==> config.mk <==
export PLATFORM = sky130hd
export DESIGN_NAME = axi2wb_flat
export DESIGN_NICKNAME = d
export VERILOG_FILES = /design/src/rtl/axi2wb_if.sv /design/src/rtl/axi2wb.sv /design/src/flat_wrapper.sv
export SDC_FILE = /design/constraint.sdc
export NUM_CORES = 1
export LEC_CHECK = 0
export ABC_AREA = 1
export BUFFER_PORTS_ARGS = -buffer_cell sky130_fd_sc_hd__buf_2
export CORE_MARGIN = 2
export CORE_UTILIZATION = 46
export DETAILED_ROUTE_END_ITERATION = 10
export GPL_ROUTABILITY_DRIVEN = 0
export HOLD_SLACK_MARGIN = 0.12
export PLACE_DENSITY = 0.95
export SLEW_MARGIN = 20
export SYNTH_ARGS = -nofsm -noshare
export SYNTH_HDL_FRONTEND = slang
export SYNTH_SLANG_ARGS = --single-unit
==> constraint.sdc <==
create_clock -name axis_clk -period 3.15 [get_ports axis_clk]
set_clock_uncertainty 0.15 [all_clocks]
set_input_delay 0.1575 -clock axis_clk [delete_from_list [all_inputs] [get_ports axis_clk]]
set_output_delay 0.1575 -clock axis_clk [all_outputs]
set_load 0.03 [all_outputs]
==> src/rtl/axi2wb_if.sv <==
`default_nettype none
// ============================================================================
// Module   : axi2wb_if
// Brief    : AXI-lite / AXI-stream slave and Wishbone master bundle for axi2wb.
// Revision : 1.0  initial release
// ============================================================================
interface axi2wb_if #(
  parameter int pADDR_WIDTH = 12,
  parameter int pDATA_WIDTH = 32
);
  logic                   awvalid, awready;
  logic [pADDR_WIDTH-1:0] awaddr;
  logic                   wvalid, wready;
  logic [pDATA_WIDTH-1:0] wdata;
  logic                   arvalid, arready;
  logic [pADDR_WIDTH-1:0] araddr;
  logic                   rvalid, rready;
  logic [pDATA_WIDTH-1:0] rdata;
  logic                   ss_tvalid, ss_tready, ss_tlast;
  logic [pDATA_WIDTH-1:0] ss_tdata;
  logic                   wbm_cyc_o, wbm_stb_o, wbm_we_o;
  logic [3:0]             wbm_sel_o;
  logic [31:0]            wbm_adr_o;
  logic [pDATA_WIDTH-1:0] wbm_dat_o;
  logic [pDATA_WIDTH-1:0] wbm_dat_i;
  logic                   wbm_ack_i;
  logic                   wb_err;

  // Bridge side: AXI slave toward the producers, Wishbone master toward the bus
  modport slave (
    input  awvalid, awaddr, wvalid, wdata, arvalid, araddr, rready,
           ss_tvalid, ss_tdata, ss_tlast, wbm_dat_i, wbm_ack_i,
    output awready, wready, arready, rvalid, rdata, ss_tready,
           wbm_cyc_o, wbm_stb_o, wbm_we_o, wbm_sel_o, wbm_adr_o, wbm_dat_o, wb_err
  );

  modport master (
    output awvalid, awaddr, wvalid, wdata, arvalid, araddr, rready,
           ss_tvalid, ss_tdata, ss_tlast, wbm_dat_i, wbm_ack_i,
    input  awready, wready, arready, rvalid, rdata, ss_tready,
           wbm_cyc_o, wbm_stb_o, wbm_we_o, wbm_sel_o, wbm_adr_o, wbm_dat_o, wb_err
  );
endinterface
`default_nettype wire

==> src/rtl/axi2wb.sv <==
`default_nettype none
// ============================================================================
// Module   : axi2wb
// Brief    : AXI-lite + AXI-stream slave to single-outstanding Wishbone master.
//            Optional ack timeout enabled by defining AXI2WB_TIMEOUT_EN.
// Revision : 1.0  initial release
// ============================================================================
module axi2wb #(
  parameter int                     pADDR_WIDTH   = 12,
  parameter int                     pDATA_WIDTH   = 32,
  parameter logic [31:0]            pWB_BASE      = 32'h3000_0000,
  parameter logic [pADDR_WIDTH-1:0] pSS_ADDR      = 'h080,
  parameter logic [pADDR_WIDTH-1:0] pSS_LAST_ADDR = 'h084,
  parameter int                     pTIMEOUT      = 255
) (
  input  wire logic axis_clk,
  input  wire logic axis_rst_n,
  axi2wb_if.slave   bus
);

  if (pTIMEOUT < 1 || pDATA_WIDTH != 32 || pADDR_WIDTH > 32) begin : g_param_check
    $error("axi2wb: unsupported parameter set");
  end

  typedef enum logic [1:0] {
    IDLE    = 2'd0,
    WB_WR   = 2'd1,
    WB_RD   = 2'd2,
    RD_RESP = 2'd3
  } state_t;

  localparam logic [pDATA_WIDTH-1:0] c_TIMEOUT_DATA = pDATA_WIDTH'(32'hDEAD_BEEF);

  state_t                 r_state, w_next_state;
  logic [31:0]            r_adr;
  logic [pDATA_WIDTH-1:0] r_dat;
  logic [pDATA_WIDTH-1:0] r_rdata;
  logic                   r_we;
  logic                   w_idle, w_wr_pair, w_take_wr, w_take_rd, w_take_ss;
  logic                   w_cyc, w_timeout;

  // Readies are gated by reset so nothing is acknowledged while held in reset
  assign w_idle    = (r_state == IDLE) & axis_rst_n;
  assign w_wr_pair = bus.awvalid & bus.wvalid;
  assign w_take_wr = w_idle & w_wr_pair;
  assign w_take_rd = w_idle & ~w_wr_pair & bus.arvalid;
  assign w_take_ss = w_idle & ~w_wr_pair & ~bus.arvalid & bus.ss_tvalid;
  assign w_cyc     = (r_state == WB_WR) | (r_state == WB_RD);

  always_ff @(posedge axis_clk or negedge axis_rst_n) begin
    if (!axis_rst_n) r_state <= IDLE;
    else             r_state <= w_next_state;
  end

  always_comb begin
    w_next_state = r_state;
    case (r_state)
      IDLE: begin
        if (w_take_wr || w_take_ss) w_next_state = WB_WR;
        else if (w_take_rd)         w_next_state = WB_RD;
      end
      WB_WR:   if (bus.wbm_ack_i || w_timeout) w_next_state = IDLE;
      WB_RD:   if (bus.wbm_ack_i || w_timeout) w_next_state = RD_RESP;
      RD_RESP: if (bus.rready)                 w_next_state = IDLE;
      default: w_next_state = IDLE;
    endcase
  end

  always_ff @(posedge axis_clk or negedge axis_rst_n) begin
    if (!axis_rst_n) begin
      r_adr   <= '0;
      r_dat   <= '0;
      r_we    <= 1'b0;
      r_rdata <= '0;
    end else begin
      if (w_take_wr) begin
        r_adr <= pWB_BASE | 32'(bus.awaddr);
        r_dat <= bus.wdata;
        r_we  <= 1'b1;
      end else if (w_take_rd) begin
        r_adr <= pWB_BASE | 32'(bus.araddr);
        r_we  <= 1'b0;
      end else if (w_take_ss) begin
        r_adr <= pWB_BASE | 32'(bus.ss_tlast ? pSS_LAST_ADDR : pSS_ADDR);
        r_dat <= bus.ss_tdata;
        r_we  <= 1'b1;
      end
      if (r_state == WB_RD) begin
        if (bus.wbm_ack_i)  r_rdata <= bus.wbm_dat_i;
        else if (w_timeout) r_rdata <= c_TIMEOUT_DATA;
      end
    end
  end

`ifdef AXI2WB_TIMEOUT_EN
  localparam int c_TO_W = $clog2(pTIMEOUT + 1);

  logic [c_TO_W-1:0] r_to_cnt;
  logic              r_err;

  // Fires during the pTIMEOUT-th strobe cycle that still has no ack
  assign w_timeout = w_cyc & ~bus.wbm_ack_i & (r_to_cnt == c_TO_W'(pTIMEOUT - 1));

  always_ff @(posedge axis_clk or negedge axis_rst_n) begin
    if (!axis_rst_n) begin
      r_to_cnt <= '0;
      r_err    <= 1'b0;
    end else begin
      if (w_cyc && !bus.wbm_ack_i && !w_timeout) r_to_cnt <= r_to_cnt + 1'b1;
      else                                       r_to_cnt <= '0;
      if (w_timeout) r_err <= 1'b1;
    end
  end

  assign bus.wb_err = r_err;
`else
  assign w_timeout  = 1'b0;
  assign bus.wb_err = 1'b0;
`endif

  assign bus.awready   = w_take_wr;
  assign bus.wready    = w_take_wr;
  assign bus.arready   = w_take_rd;
  assign bus.ss_tready = w_take_ss;
  assign bus.rvalid    = (r_state == RD_RESP);
  assign bus.rdata     = r_rdata;
  assign bus.wbm_cyc_o = w_cyc;
  assign bus.wbm_stb_o = w_cyc;
  assign bus.wbm_we_o  = w_cyc & r_we;
  assign bus.wbm_sel_o = 4'hF;
  assign bus.wbm_adr_o = r_adr;
  assign bus.wbm_dat_o = r_dat;

endmodule
`default_nettype wire

==> src/flat_wrapper.sv <==
// flat-port wrapper written by rule: the top's interface ports become plain ports
module axi2wb_flat 
#(
  parameter int                     pADDR_WIDTH   = 12,
  parameter int                     pDATA_WIDTH   = 32,
  parameter logic [31:0]            pWB_BASE      = 32'h3000_0000,
  parameter logic [pADDR_WIDTH-1:0] pSS_ADDR      = 'h080,
  parameter logic [pADDR_WIDTH-1:0] pSS_LAST_ADDR = 'h084,
  parameter int                     pTIMEOUT      = 255
)
  (axis_clk, axis_rst_n, bus_awvalid, bus_awaddr, bus_wvalid, bus_wdata, bus_arvalid, bus_araddr, bus_rready, bus_ss_tvalid, bus_ss_tdata, bus_ss_tlast, bus_wbm_dat_i, bus_wbm_ack_i, bus_awready, bus_wready, bus_arready, bus_rvalid, bus_rdata, bus_ss_tready, bus_wbm_cyc_o, bus_wbm_stb_o, bus_wbm_we_o, bus_wbm_sel_o, bus_wbm_adr_o, bus_wbm_dat_o, bus_wb_err);
  axi2wb_if #(.pADDR_WIDTH(pADDR_WIDTH), .pDATA_WIDTH(pDATA_WIDTH)) bus_i ();
  input  wire logic axis_clk;
  input  wire logic axis_rst_n;
  input wire logic [$bits(bus_i.awvalid)-1:0] bus_awvalid;
  input wire logic [$bits(bus_i.awaddr)-1:0] bus_awaddr;
  input wire logic [$bits(bus_i.wvalid)-1:0] bus_wvalid;
  input wire logic [$bits(bus_i.wdata)-1:0] bus_wdata;
  input wire logic [$bits(bus_i.arvalid)-1:0] bus_arvalid;
  input wire logic [$bits(bus_i.araddr)-1:0] bus_araddr;
  input wire logic [$bits(bus_i.rready)-1:0] bus_rready;
  input wire logic [$bits(bus_i.ss_tvalid)-1:0] bus_ss_tvalid;
  input wire logic [$bits(bus_i.ss_tdata)-1:0] bus_ss_tdata;
  input wire logic [$bits(bus_i.ss_tlast)-1:0] bus_ss_tlast;
  input wire logic [$bits(bus_i.wbm_dat_i)-1:0] bus_wbm_dat_i;
  input wire logic [$bits(bus_i.wbm_ack_i)-1:0] bus_wbm_ack_i;
  output wire logic [$bits(bus_i.awready)-1:0] bus_awready;
  output wire logic [$bits(bus_i.wready)-1:0] bus_wready;
  output wire logic [$bits(bus_i.arready)-1:0] bus_arready;
  output wire logic [$bits(bus_i.rvalid)-1:0] bus_rvalid;
  output wire logic [$bits(bus_i.rdata)-1:0] bus_rdata;
  output wire logic [$bits(bus_i.ss_tready)-1:0] bus_ss_tready;
  output wire logic [$bits(bus_i.wbm_cyc_o)-1:0] bus_wbm_cyc_o;
  output wire logic [$bits(bus_i.wbm_stb_o)-1:0] bus_wbm_stb_o;
  output wire logic [$bits(bus_i.wbm_we_o)-1:0] bus_wbm_we_o;
  output wire logic [$bits(bus_i.wbm_sel_o)-1:0] bus_wbm_sel_o;
  output wire logic [$bits(bus_i.wbm_adr_o)-1:0] bus_wbm_adr_o;
  output wire logic [$bits(bus_i.wbm_dat_o)-1:0] bus_wbm_dat_o;
  output wire logic [$bits(bus_i.wb_err)-1:0] bus_wb_err;
  assign bus_i.awvalid = bus_awvalid;
  assign bus_i.awaddr = bus_awaddr;
  assign bus_i.wvalid = bus_wvalid;
  assign bus_i.wdata = bus_wdata;
  assign bus_i.arvalid = bus_arvalid;
  assign bus_i.araddr = bus_araddr;
  assign bus_i.rready = bus_rready;
  assign bus_i.ss_tvalid = bus_ss_tvalid;
  assign bus_i.ss_tdata = bus_ss_tdata;
  assign bus_i.ss_tlast = bus_ss_tlast;
  assign bus_i.wbm_dat_i = bus_wbm_dat_i;
  assign bus_i.wbm_ack_i = bus_wbm_ack_i;
  assign bus_awready = bus_i.awready;
  assign bus_wready = bus_i.wready;
  assign bus_arready = bus_i.arready;
  assign bus_rvalid = bus_i.rvalid;
  assign bus_rdata = bus_i.rdata;
  assign bus_ss_tready = bus_i.ss_tready;
  assign bus_wbm_cyc_o = bus_i.wbm_cyc_o;
  assign bus_wbm_stb_o = bus_i.wbm_stb_o;
  assign bus_wbm_we_o = bus_i.wbm_we_o;
  assign bus_wbm_sel_o = bus_i.wbm_sel_o;
  assign bus_wbm_adr_o = bus_i.wbm_adr_o;
  assign bus_wbm_dat_o = bus_i.wbm_dat_o;
  assign bus_wb_err = bus_i.wb_err;
  axi2wb #(.pADDR_WIDTH(pADDR_WIDTH), .pDATA_WIDTH(pDATA_WIDTH), .pWB_BASE(pWB_BASE), .pSS_ADDR(pSS_ADDR), .pSS_LAST_ADDR(pSS_LAST_ADDR), .pTIMEOUT(pTIMEOUT)) u_core (.axis_clk(axis_clk), .axis_rst_n(axis_rst_n), .bus(bus_i));
endmodule
* Word level (Yosys, flattened, before mapping)
Index checks and enable logic that the tools add are counted.
** Word-level totals
- Register bits after elaboration :: 99
- Input port bits :: 129
- Output and inout port bits :: 109
** Operators by class
- Eq/ne operators :: 8
- Multiplexer cells :: 16
- Bitwise gates (word level) :: 11
- Reduce and logical (&&, ||, !) cells :: 7
** Operators with widths (number)
- $mux W32 :: 6
- $mux W2 :: 5
- $and A1 B1 Y1 :: 8
- $pmux W2 S4 :: 1
- $ne A2 B2 Y1 const B :: 3
- $eq A2 B2 Y1 const B :: 2
- $reduce_and A2 Y1 :: 2
- $reduce_and A4 Y1 :: 1
- $mux W1 :: 3
- $mux W3 :: 1
- $ne A3 B3 Y1 const B :: 1
- $reduce_bool A3 Y1 :: 1
- $eq A2 B1 Y1 const B :: 1
- $logic_not A2 Y1 :: 1
- $ne A2 B1 Y1 const B :: 1
- $not A1 Y1 :: 2
- $reduce_bool A2 Y1 :: 1
- $logic_or A1 B1 Y1 :: 1
- $or A1 B1 Y1 :: 1

* Longest topological paths before layout
Gate-level depths: netlist of run 1.
- Depth in word-level cells :: 8
- Depth in mapped cells :: 10
- Depth with buffers taken out :: 10

* Worst setup path after synthesis of run 1
Ideal clock, no wire load.
- Kind :: register -> output
- Start :: register u_core.r_state[0]
- End :: output bus_wready
- Arrival time :: 1.392 ns
- Path buffers :: 2
- Path slack :: 1.451 ns
- Stages on the path, launching flop included :: 7
- Path through :: dfrtp_1 > inv_1 > ha_1 > nand2_2 > nor2_4 > buf_2 > buf_4
** Between the ends
- Cells in the longest elaborated chain, start to end :: 3
** Ends and longest elaborated chain
- start, declared :: line axi2wb.sv:34 : state_t r_state, w_next_state;
- start signal, assigned :: line axi2wb.sv:52 : else r_state <= w_next_state;
- $logic_not A2 Y1 :: line axi2wb.sv:43 : assign w_idle = (r_state == IDLE) & axis_rst_n;
- $and A1 B1 Y1 :: line axi2wb.sv:43
- $and A1 B1 Y1 :: line axi2wb.sv:45 : assign w_take_wr = w_idle & w_wr_pair;
- end, declared :: line flat_wrapper.sv:28 : output wire logic [$bits(bus_i.wready)-1:0] bus_wready;
No other way between the ends.

* Worst setup path in the final report of run 1
- Start :: input bus_ss_tvalid
- End :: register u_core.r_dat[23] (netlist: u_core.bus.wbm_dat_o[23])
** Between the ends
- Cells in the longest elaborated chain, start to end :: 3
** Ends and longest elaborated chain
- start, declared :: line flat_wrapper.sv:22 : input wire logic [$bits(bus_i.ss_tvalid)-1:0] bus_ss_tvalid;
- $and A1 B1 Y1 :: line axi2wb.sv:47 : assign w_take_ss = w_idle & ~w_wr_pair & ~bus.arvalid & bus.ss_tvalid;
- $reduce_bool A2 Y1 (no source line)
- $reduce_and A2 Y1 (no source line)
- end signal, assigned :: line axi2wb.sv:78 : r_dat <= bus.wdata;
- end signal, assigned :: line axi2wb.sv:85 : r_dat <= bus.ss_tdata;
- end, declared :: line axi2wb.sv:36 : logic [pDATA_WIDTH-1:0] r_dat;
No other way between the ends.
A chain may end at the register's enable or synchronous reset.

==> results of run 1 <==
## cell families after synthesis
logic type               synth area share
AO/OA/AOI/OAI                      0.0722
adder cells (fa/ha/maj)            0.0166
buffers and inverters              0.0958
multiplexers                       0.0958
flip-flops                          0.532
other                             0.00200
AND/OR/NAND/NOR                     0.186
## synth_stat cells, drive strengths merged
library cell  count
nand2           115
dfrtp            80
nand4             1
o211ai            1
nor2             40
inv              12
nand3            17
conb              2
a31oi            32
a21oi             2
mux2             32
o22ai             1
ha                5
or2               2
buf              46
## through the flow
stage | hold WS, ns | setup WS (ns) | instances
after detailed placement | -0.184 | 1.07 | 684
after global placement | -0.186 | 1.18 | 684
after CTS | 0.123 | 0.148 | 827
after floorplan | -0.288 | 1.45 | 409
after global routing | 0.221 | 0.0446 | 829
final | 0.144 | 0.191 | 830
## power by group through the flow
stage / clock network (mW) / registers [mW] / logic [mW]
floorplan: 0 / 2.77 / 0.972
global placement: 0 / 1.78 / 2.66
detailed placement: 0 / 1.81 / 2.73
CTS: 0.797 / 1.80 / 3.22
global route: 0.841 / 1.87 / 3.52
finish: 0.789 / 1.82 / 3.31
## critical path, cell delays in order
cell	delay [ns]
dlygate4sd3_1	0.55
buf_2	0.13
nand2_1	0.05
dlygate4sd3_1	0.58
a21oi_4	0.17
buf_4	0.53
nor2_1	0.14
a31oi_1	0.20
dlygate4sd3_1	0.59
## worst paths after layout
| path | end | slack (ns) | start |
|---|---|---|---|
| max | u_core.bus.wbm_dat_o[23] | 0.19 | bus_ss_tvalid |
| min | u_core.r_state[0] | 0.14 | bus_wbm_ack_i |
| max reg2reg | u_core.bus.wbm_adr_o[2] | 0.26 | u_core.r_state[1] |
| min reg2reg | u_core.bus.wbm_adr_o[2] | 0.33 | u_core.bus.wbm_adr_o[2] |
| max in group asynchronous | u_core.bus.wbm_dat_o[8] | 1.71 | axis_rst_n |
| min in group asynchronous | u_core.bus.rdata[25] | 0.54 | axis_rst_n |
## state kept, by name (all words and copies together), names as in the netlist
register and flops:
u_core.bus.rdata 32, u_core.bus.wbm_dat_o 32, u_core.bus.wbm_adr_o 13, u_core.r_state 2
u_core.r_we 1
## what timing repair did
| action | 4_1_cts | 5_1_grt |
|---|---|---|
| hold endpoints to repair | 159 | 0 |
| setup endpoints to repair | 0 | 1 |
| gates resized for setup | 0 | 1 |
| hold buffers | 127 | 0 |
| buffers inserted | 0 | 2 |
## layer usage
layer / up-vias / track usage
met5: - / 0
li1: 1885 / -
met4: 0 / 0.136
met1: 1922 / 0.300
met2: 221 / 0.570
met3: 38 / 0.0718
## final cells by class
cell class / count / area (µm²) / share of cell area
inverters: 12 / 48.8 / 0.00779
multi-input cells: 271 / 1490 / 0.237
diodes: 1 / 2.50 / 0.000399
well taps: 102 / 128 / 0.0204
clock buffers: 9 / 124 / 0.0198
repair buffers: 348 / 2400 / 0.383
clock inverters: 7 / 78.8 / 0.0126
flip-flops and latches: 80 / 2000 / 0.319
==> impl_metrics.tcl, run 1 <==
set metrics [dict create \
    hold_path_depth 6 \
    grt_antenna_before_repair 0 \
    ys.warnings.count 0 \
    die_height_um 94.4 \
    num_vias 4066 \
    place_hpwl_mm 7.53 \
    synth_area_leaders "dfrtp_1, nand2_1, mux2_2" \
    rows 32 \
    layout-drive-gt1-share 0.388 \
    final_cell_mix "buf_2, dlygate4sd3_1, nand2_1" \
    synthToLayoutAreaGrowth_pct 66.6 \
    grt_overflow 0 \
    cts_max_level 3 \
    drt-initial-drc-count 233 \
    yosys.area.top_type "dfrtp_1" \
    fmax_mhz 338 \
    die_w_um 94.4 \
    path_max_fanout 64 \
    grt_pass1_wl_mm 20.1 \
    slew_violations 0 \
    seqPwrFrac 0.308 \
    cap_violations 0 \
    core_um2 7810 \
    cts_made_buffers 9 \
    synthCells 388 \
    fin_crit_ns 2.96 \
    start_util 0.482 \
    design_area_um2 6270 \
    ys_seq_area_frac 0.532 \
    min_path_type "in -> reg" \
    finalSetupViolations 0 \
    powerDensity_nw_per_um2 945 \
    p_int_mw 3.21 \
    cts.clk_slew.worst_paths_ns 0.09 \
    io_buffers 214 \
    synth_top_area_frac 0.532 \
    clock-sinks 80 \
    root_buffer "clkbuf_8" \
    wirelength_mm 13.2 \
    final_util 0.803 \
    leakage_nw 3.15 \
    cts_tree "done" \
    finalCritPeriodShare 0.939 \
    post_drt_via_cell_ratio 4.90 \
    netlist_area_um2 3760 \
    finalSetupTns_ns 0 \
    synth.avg_cell_area_um2 9.70 \
    outcome "complete, no violations" \
    hold_viol 0 \
    wl_met2_mm 7.18 \
    grt_pass1_vias 4155 \
    p_clk_frac 0.133 \
    max-vdd-ir-drop_mv 0.534 \
    max_slew.worst_pin.slew_ns 0.968 \
    start_kind "input pin" \
    wire_per_inst_um 15.9 \
    clock_path_buffers 2 \
    p_sw_frac 0.458 \
    layout.nets 856 \
    crit_required_ns 3.29 \
    combPwrFrac 0.559 \
    rsz0062_at_grt "no" \
    arrival_ns 3.10 \
    reg2regPathDepth 12 \
    wl_met3_um 969 \
    total_power_mw 5.92 \
    cp-end-kind "flop" \
    synth_cell_types 22 \
    drc 0 \
    ant_nets 0 \
    wirelength_met1_mm 4.64 \
    grt_usage 0.297 \
    synth-seq-cells 80 \
    drtPass1Iterations 4 \
    pin_count 238 \
    critPathKind "in -> reg" \
    grt_max_degree 79 \
    dieArea_um2 8920 \
    fill_cells 480 \
    maxSlewHeadroom 0.355 \
    layout_commonest_cell "buf_2" \
    p_switching_mw 2.71 \
    clkLatencyLatePin_ns 0.35 \
    top_layer "met4" \
    dpl_cell_area_um2 4770 \
]
No activity file was read; power rests on OpenSTA's default activity.
==> inputs of run 2 (changes only) <==
--- a/config.mk
+++ b/config.mk
@@ -7,8 +7,10 @@
 export LEC_CHECK = 0
 export ABC_AREA = 1
 export BUFFER_PORTS_ARGS = -buffer_cell sky130_fd_sc_hd__buf_2
+export CELL_PAD_IN_SITES_DETAIL_PLACEMENT = 1
+export CELL_PAD_IN_SITES_GLOBAL_PLACEMENT = 2
 export CORE_MARGIN = 2
-export CORE_UTILIZATION = 46
+export CORE_UTILIZATION = 25
 export DETAILED_ROUTE_END_ITERATION = 10
 export GPL_ROUTABILITY_DRIVEN = 0
 export HOLD_SLACK_MARGIN = 0.12
==> run 2 against run 1 <==
  * Core utilization shrank 36 points
  * Clock power grew 26%
  * Sequential share of layout area shrank 0.83 points
  * Global-route usage shrank 12 points
  * Critical path type is now reg -> reg
  * Design area grew 2.7%
  * Register-to-register slack lost 0.05 ns
  * Count of clock-buffer cells in the layout is the same
  * Critical endpoint is now u_core.bus.wbm_adr_o[2]
  * Setup slack gained 0.023 ns
  * Maximum frequency grew 0.79%
  * Non-clock buffer count shrank 2
  * Worst hold slack gained 0.020 ns
==> impl_metrics.tcl, run 2 (synthesis results as in run 1) <==
set metrics [dict create \
    grt_pass1_wl_mm 22.0 \
    seqPwrFrac 0.298 \
    min_to "u_core.r_state[0]" \
    finalCritPeriodShare 0.932 \
    cpPeakStageDelay_ns 0.57 \
    max_slew.worst_pin.slew_ns 0.847 \
    clkLatencyLatePin_ns 0.34 \
    hold_path_depth 6 \
    fin_crit_ns 2.94 \
    worst_hold_slack_ns 0.164 \
    grt_pass1_vias 4371 \
    die_w_um 127 \
    path_max_fanout 4 \
    drc 0 \
    arrival_ns 3.01 \
    dpl_cell_area_um2 4880 \
    worstReg2RegStart "u_core.r_state[0]" \
    cts_tree "done" \
    finalSetupViolations 0 \
    io_buffers 214 \
    p_clk_frac 0.163 \
    place_inst 767 \
    combPwrFrac 0.540 \
    rrSetupSlack_ns 0.21 \
    root_buffer "clkbuf_16" \
    start_kind "flop" \
    cts.clk_slew.worst_paths_ns 0.06 \
    wirelength_mm 13.9 \
    critPathKind "reg -> reg" \
    layout.nets 854 \
    grt_usage 0.175 \
    start_util 0.257 \
    cp-end-kind "flop" \
    cp.depth 12 \
    hold_start "bus_wbm_ack_i" \
    design_area_um2 6430 \
    cts_max_level 3 \
    finalWorstSetupSlack_ns 0.214 \
    core_um2 14600 \
    layout_commonest_cell "buf_2" \
    cap_violations 0 \
    p_sw_frac 0.446 \
    dieArea_um2 16000 \
    rows 44 \
    wire_per_inst_um 15.3 \
    fmax_mhz 341 \
    critPathBufInv 5 \
    clock_path_buffers 2 \
    min_path_type "in -> reg" \
    cpLargestDelayFamily "buffers and inverters" \
    pin_count 238 \
    clock-sinks 80 \
    die_height_um 127 \
    place_hpwl_mm 8.97 \
    drtPass1Iterations 4 \
    p_int_mw 3.38 \
    outcome "complete, no violations" \
    rsz0062_at_grt "no" \
    powerDensity_nw_per_um2 948 \
    drt-initial-drc-count 86 \
    max-vdd-ir-drop_mv 0.320 \
    grt_overflow 0 \
    final_cells 911 \
    cts_made_buffers 9 \
    num_vias 3978 \
    finalSetupTns_ns 0 \
    final_cell_mix "buf_2, dlygate4sd3_1, nand2_1" \
    critical_path.cell_chain "inv_1 -> ha_1 -> nand2_2 -> inv_1 -> nand3_1 -> clkinvlp_4 -> nand2_1 -> nand3_1 -> dlygate4sd3_1 -> nand2_1 -> dlygate4sd3_1 -> nand2_1" \
    ant_nets 0 \
    r2r_end "u_core.bus.wbm_adr_o[2]" \
    grt_antenna_before_repair 2 \
    maxSlewHeadroom 0.436 \
    layout-drive-gt1-share 0.389 \
    crit_slowest_cell "dlygate4sd3_1" \
    slew_violations 0 \
    pre_cts_ws_ns 0.999 \
    reg2regPathDepth 12 \
    post_drt_via_cell_ratio 4.37 \
    hold_viol 0 \
    cpMostUsedCell "nand2_1" \
    synthToLayoutAreaGrowth_pct 71.0 \
    grt_max_degree 68 \
    crit_required_ns 3.23 \
    leakage_nw 3.19 \
    p_switching_mw 2.72 \
]
## run 2: timing repair
item | in CTS | in global routing
buffers inserted | 0 | 1
endpoints found under the setup margin | 0 | 1
hold buffers | 125 | 0
hold endpoints to repair | 91 | 0
gates resized for setup | 0 | 1
## run 2: cell type report
type | instances | area [µm²]
inverter | 12 | 48.8
timing repair buffer | 346 | 2380
multi-input combinational | 271 | 1490
sequential | 80 | 2000
tap | 184 | 230
fill | 1726 | 8210
antenna | 2 | 5.00
clock buffer | 9 | 225
clock inverter | 7 | 60.1
## run 2: metal layers
metal / share of wire / track usage
met1: 0.38 / 0.180
met2: 0.54 / 0.335
met3: 0.061 / 0.0456
met4: 0.024 / 0.0679
met5: 0.00094 / 0
## run 2: worst max-delay path by stage
| stage | start | to |
|---|---|---|
| finish | u_core.r_state[0] | u_core.bus.wbm_adr_o[2] |
| global route | u_core.r_state[0] | u_core.bus.wbm_adr_o[2] |
| CTS | u_core.r_state[0] | u_core.bus.wbm_adr_o[2] |
| detailed placement | u_core.r_state[0] | u_core.bus.wbm_adr_o[8] |
| global placement | u_core.r_state[0] | bus_arready |
| floorplan | u_core.r_state[0] | bus_wready |
## run 2: metrics by stage
stage / utilization / total power [mW]
6_report: 0.439 / 6.10
3_5_place_dp: 0.333 / 4.60
2_1_floorplan: - / 3.75
5_1_grt: 0.439 / 6.49
4_1_cts: 0.438 / 6.11
3_3_place_gp: 0.333 / 4.49
## run 2: power groups by stage
stage               registers (mW)  clock network, mW  logic [mW]
CTS                           1.82               1.03        3.26
floorplan                     2.77                  0       0.972
global route                  1.88               1.08        3.53
detailed placement            1.83                  0        2.77
global placement              1.79                  0        2.70
finish                        1.82              0.994        3.29
## run 2: tightest hold or removal path, cell delays in order
cell and delay (ns):
buf_2 0.11, nor2_1 0.09, a21oi_1 0.06, nand2_1 0.08, nand2_1 0.05, nand2_1 0.06
==> inputs of run 3 (changes only) <==
--- a/config.mk
+++ b/config.mk
@@ -10,11 +10,11 @@
 export CELL_PAD_IN_SITES_DETAIL_PLACEMENT = 1
 export CELL_PAD_IN_SITES_GLOBAL_PLACEMENT = 2
 export CORE_MARGIN = 2
-export CORE_UTILIZATION = 25
+export CORE_UTILIZATION = 23
 export DETAILED_ROUTE_END_ITERATION = 10
 export GPL_ROUTABILITY_DRIVEN = 0
 export HOLD_SLACK_MARGIN = 0.12
-export PLACE_DENSITY = 0.95
+export PLACE_DENSITY = 0.91
 export SLEW_MARGIN = 20
 export SYNTH_ARGS = -nofsm -noshare
 export SYNTH_HDL_FRONTEND = slang
==> constraint.sdc (replaced) <==
create_clock -name axis_clk -period 3.35 [get_ports axis_clk]
set_clock_uncertainty 0.15 [all_clocks]
set_input_delay 0.1675 -clock axis_clk [delete_from_list [all_inputs] [get_ports axis_clk]]
set_output_delay 0.1675 -clock axis_clk [all_outputs]
set_load 0.03 [all_outputs]
==> run 3 against run 2 <==
  * First-iteration DRC count grew 47%
  * Total power fell by 4.8%
  * Setup slack better by 0.20 ns
  * Worst hold slack got worse by 0.024 ns
  * Non-clock buffer count unchanged
  * Critical path type unchanged
  * Largest power group unchanged
==> impl_metrics.tcl, run 3 (synthesis results as in run 1) <==
set metrics [dict create \
    outcome "complete, no violations" \
    root_buffer "clkbuf_16" \
    dieArea_um2 17400 \
    cts_tree "done" \
    clkLatencyLatePin_ns 0.34 \
    cts_max_level 3 \
    crit_start "u_core.r_state[0]" \
    post_drt_via_cell_ratio 4.13 \
    reg2regPathDepth 12 \
    grt_antenna_before_repair 0 \
    cp-end-kind "flop" \
    wirelength_mm 13.6 \
    synthToLayoutAreaGrowth_pct 72.5 \
    grt_max_degree 54 \
    min_path_type "in -> reg" \
    finalSetupTns_ns 0 \
    ant_nets 0 \
    drtPass1Iterations 4 \
    worst_hold_slack_ns 0.140 \
    p_clk_frac 0.175 \
    arrival_ns 3.02 \
    io_buffers 214 \
    core_um2 15900 \
    grt_pass1_vias 4277 \
    start_kind "flop" \
    layout.nets 854 \
    fmax_mhz 340 \
    max_slew.worst_pin.slew_ns 0.715 \
    rrSetupSlack_ns 0.41 \
    clock_path_buffers 2 \
    pre_cts_ws_ns 1.07 \
    p_sw_frac 0.438 \
    p_switching_mw 2.54 \
    die_height_um 132 \
    combPwrFrac 0.535 \
    r2r_end "u_core.bus.wbm_adr_o[2]" \
    critPathKind "reg -> reg" \
    cts_made_buffers 9 \
    drt-initial-drc-count 126 \
    grt_usage 0.159 \
    fin_crit_ns 2.94 \
    grt_pass1_wl_mm 21.9 \
    slew_violations 0 \
    max-vdd-ir-drop_mv 0.293 \
    finalSetupViolations 0 \
    wire_per_inst_um 14.4 \
    leakage_nw 3.19 \
    final_cell_mix "buf_2, dlygate4sd3_1, nand2_1" \
    num_vias 3887 \
    worstReg2RegStart "u_core.r_state[0]" \
    clock-sinks 80 \
    layout_commonest_cell "buf_2" \
    hold_viol 0 \
    start_util 0.236 \
    die_w_um 132 \
    cap_violations 0 \
    drc 0 \
    finalCritPeriodShare 0.877 \
    rsz0062_at_grt "no" \
    seqPwrFrac 0.290 \
    p_int_mw 3.27 \
    final_util 0.407 \
    path_max_fanout 4 \
    cts.clk_slew.worst_paths_ns 0.06 \
    crit_required_ns 3.43 \
    crit_end "u_core.bus.wbm_adr_o[2]" \
    rows 46 \
    maxSlewHeadroom 0.523 \
    layout-drive-gt1-share 0.390 \
    grt_overflow 0 \
    pin_count 238 \
    place_hpwl_mm 8.53 \
    finalWorstSetupSlack_ns 0.413 \
    antenna_cells 0 \
    powerDensity_nw_per_um2 895 \
]
==> run 3: cell count changes in the layout (fill, tap and decap cells not counted) <==
cell | previous run | this run
diode_2 | 2 | 0
inv_6 | 4 | 0
clkinvlp_4 | 2 | 5
buf_4 | 8 | 9
clkbuf_8 | 0 | 1
dlygate4sd3_1 | 125 | 124
bufinv_16 | 0 | 1
clkinv_4 | 2 | 1
==> run 3: how the worst min path moves through the flow <==
stage               cells past startpoint          start              endpoint  slack [ns]
detailed placement                      1     axis_rst_n  u_core.bus.rdata[21]       -0.03
CTS                                     5  bus_wbm_ack_i     u_core.r_state[1]        0.13
global route                            5  bus_wbm_ack_i     u_core.r_state[1]        0.15
floorplan                               0     axis_rst_n   u_core.bus.rdata[0]       -0.28
global placement                        1     axis_rst_n  u_core.bus.rdata[18]       -0.03
finish                                  5  bus_wbm_ack_i     u_core.r_state[1]        0.14
==> run 3: repair_timing <==
action                                 in CTS  in global routing
setup buffers                               0                  2
gates resized for setup                     0                  1
hold buffers                              124                  0
setup endpoints to repair                   0                  1
endpoints found under the hold margin     105                  0
==> run 3: layer usage <==
layer	up-vias	part of all wire	wire [µm]	global-route usage
met4	0	0.036	494	0.0737
met1	1827	0.39	5230	0.170
met3	33	0.052	710	0.0396
met5	-	0	0	0
li1	1884	-	-	-
met2	143	0.53	7130	0.291
==> run 3: layout make-up <==
type | instances | area (µm²)
clock buffers | 10 | 239
clock inverters | 6 | 68.8
fillers | 1875 | 9450
inverters | 12 | 48.8
multi-input cells | 271 | 1490
flip-flops and latches | 80 | 2000
well taps | 216 | 270
repair buffers | 346 | 2370
==> run 3: critical path, cell delays in order, from the launching register on <==
cell and delay [ns]:
dfrtp_1 0.40, inv_1 0.10, ha_1 0.25, nand2_2 0.14, inv_1 0.09, nand3_1 0.18
clkinvlp_4 0.14, nand2_1 0.07, nand3_1 0.06, dlygate4sd3_1 0.58, nand2_1 0.07, dlygate4sd3_1 0.55
nand2_1 0.05
==> run 3: power groups by stage <==
stage	sequential (mW)	combinational (mW)	clock [mW]
after global routing	1.75	3.33	1.09
after floorplan	2.61	0.914	0
after global placement	1.66	2.58	0
after CTS	1.68	3.08	1.05
after detailed placement	1.69	2.62	0
final	1.68	3.11	1.01
==> run 3: through the flow <==
step           area [µm²]  std cells  power, mW
4_1_cts              6470        939       5.81
3_5_place_dp         4920        799       4.31
6_report             6490        941       5.81
2_1_floorplan        3840        409       3.52
5_1_grt              6490        941       6.17
3_3_place_gp         4920        799       4.24
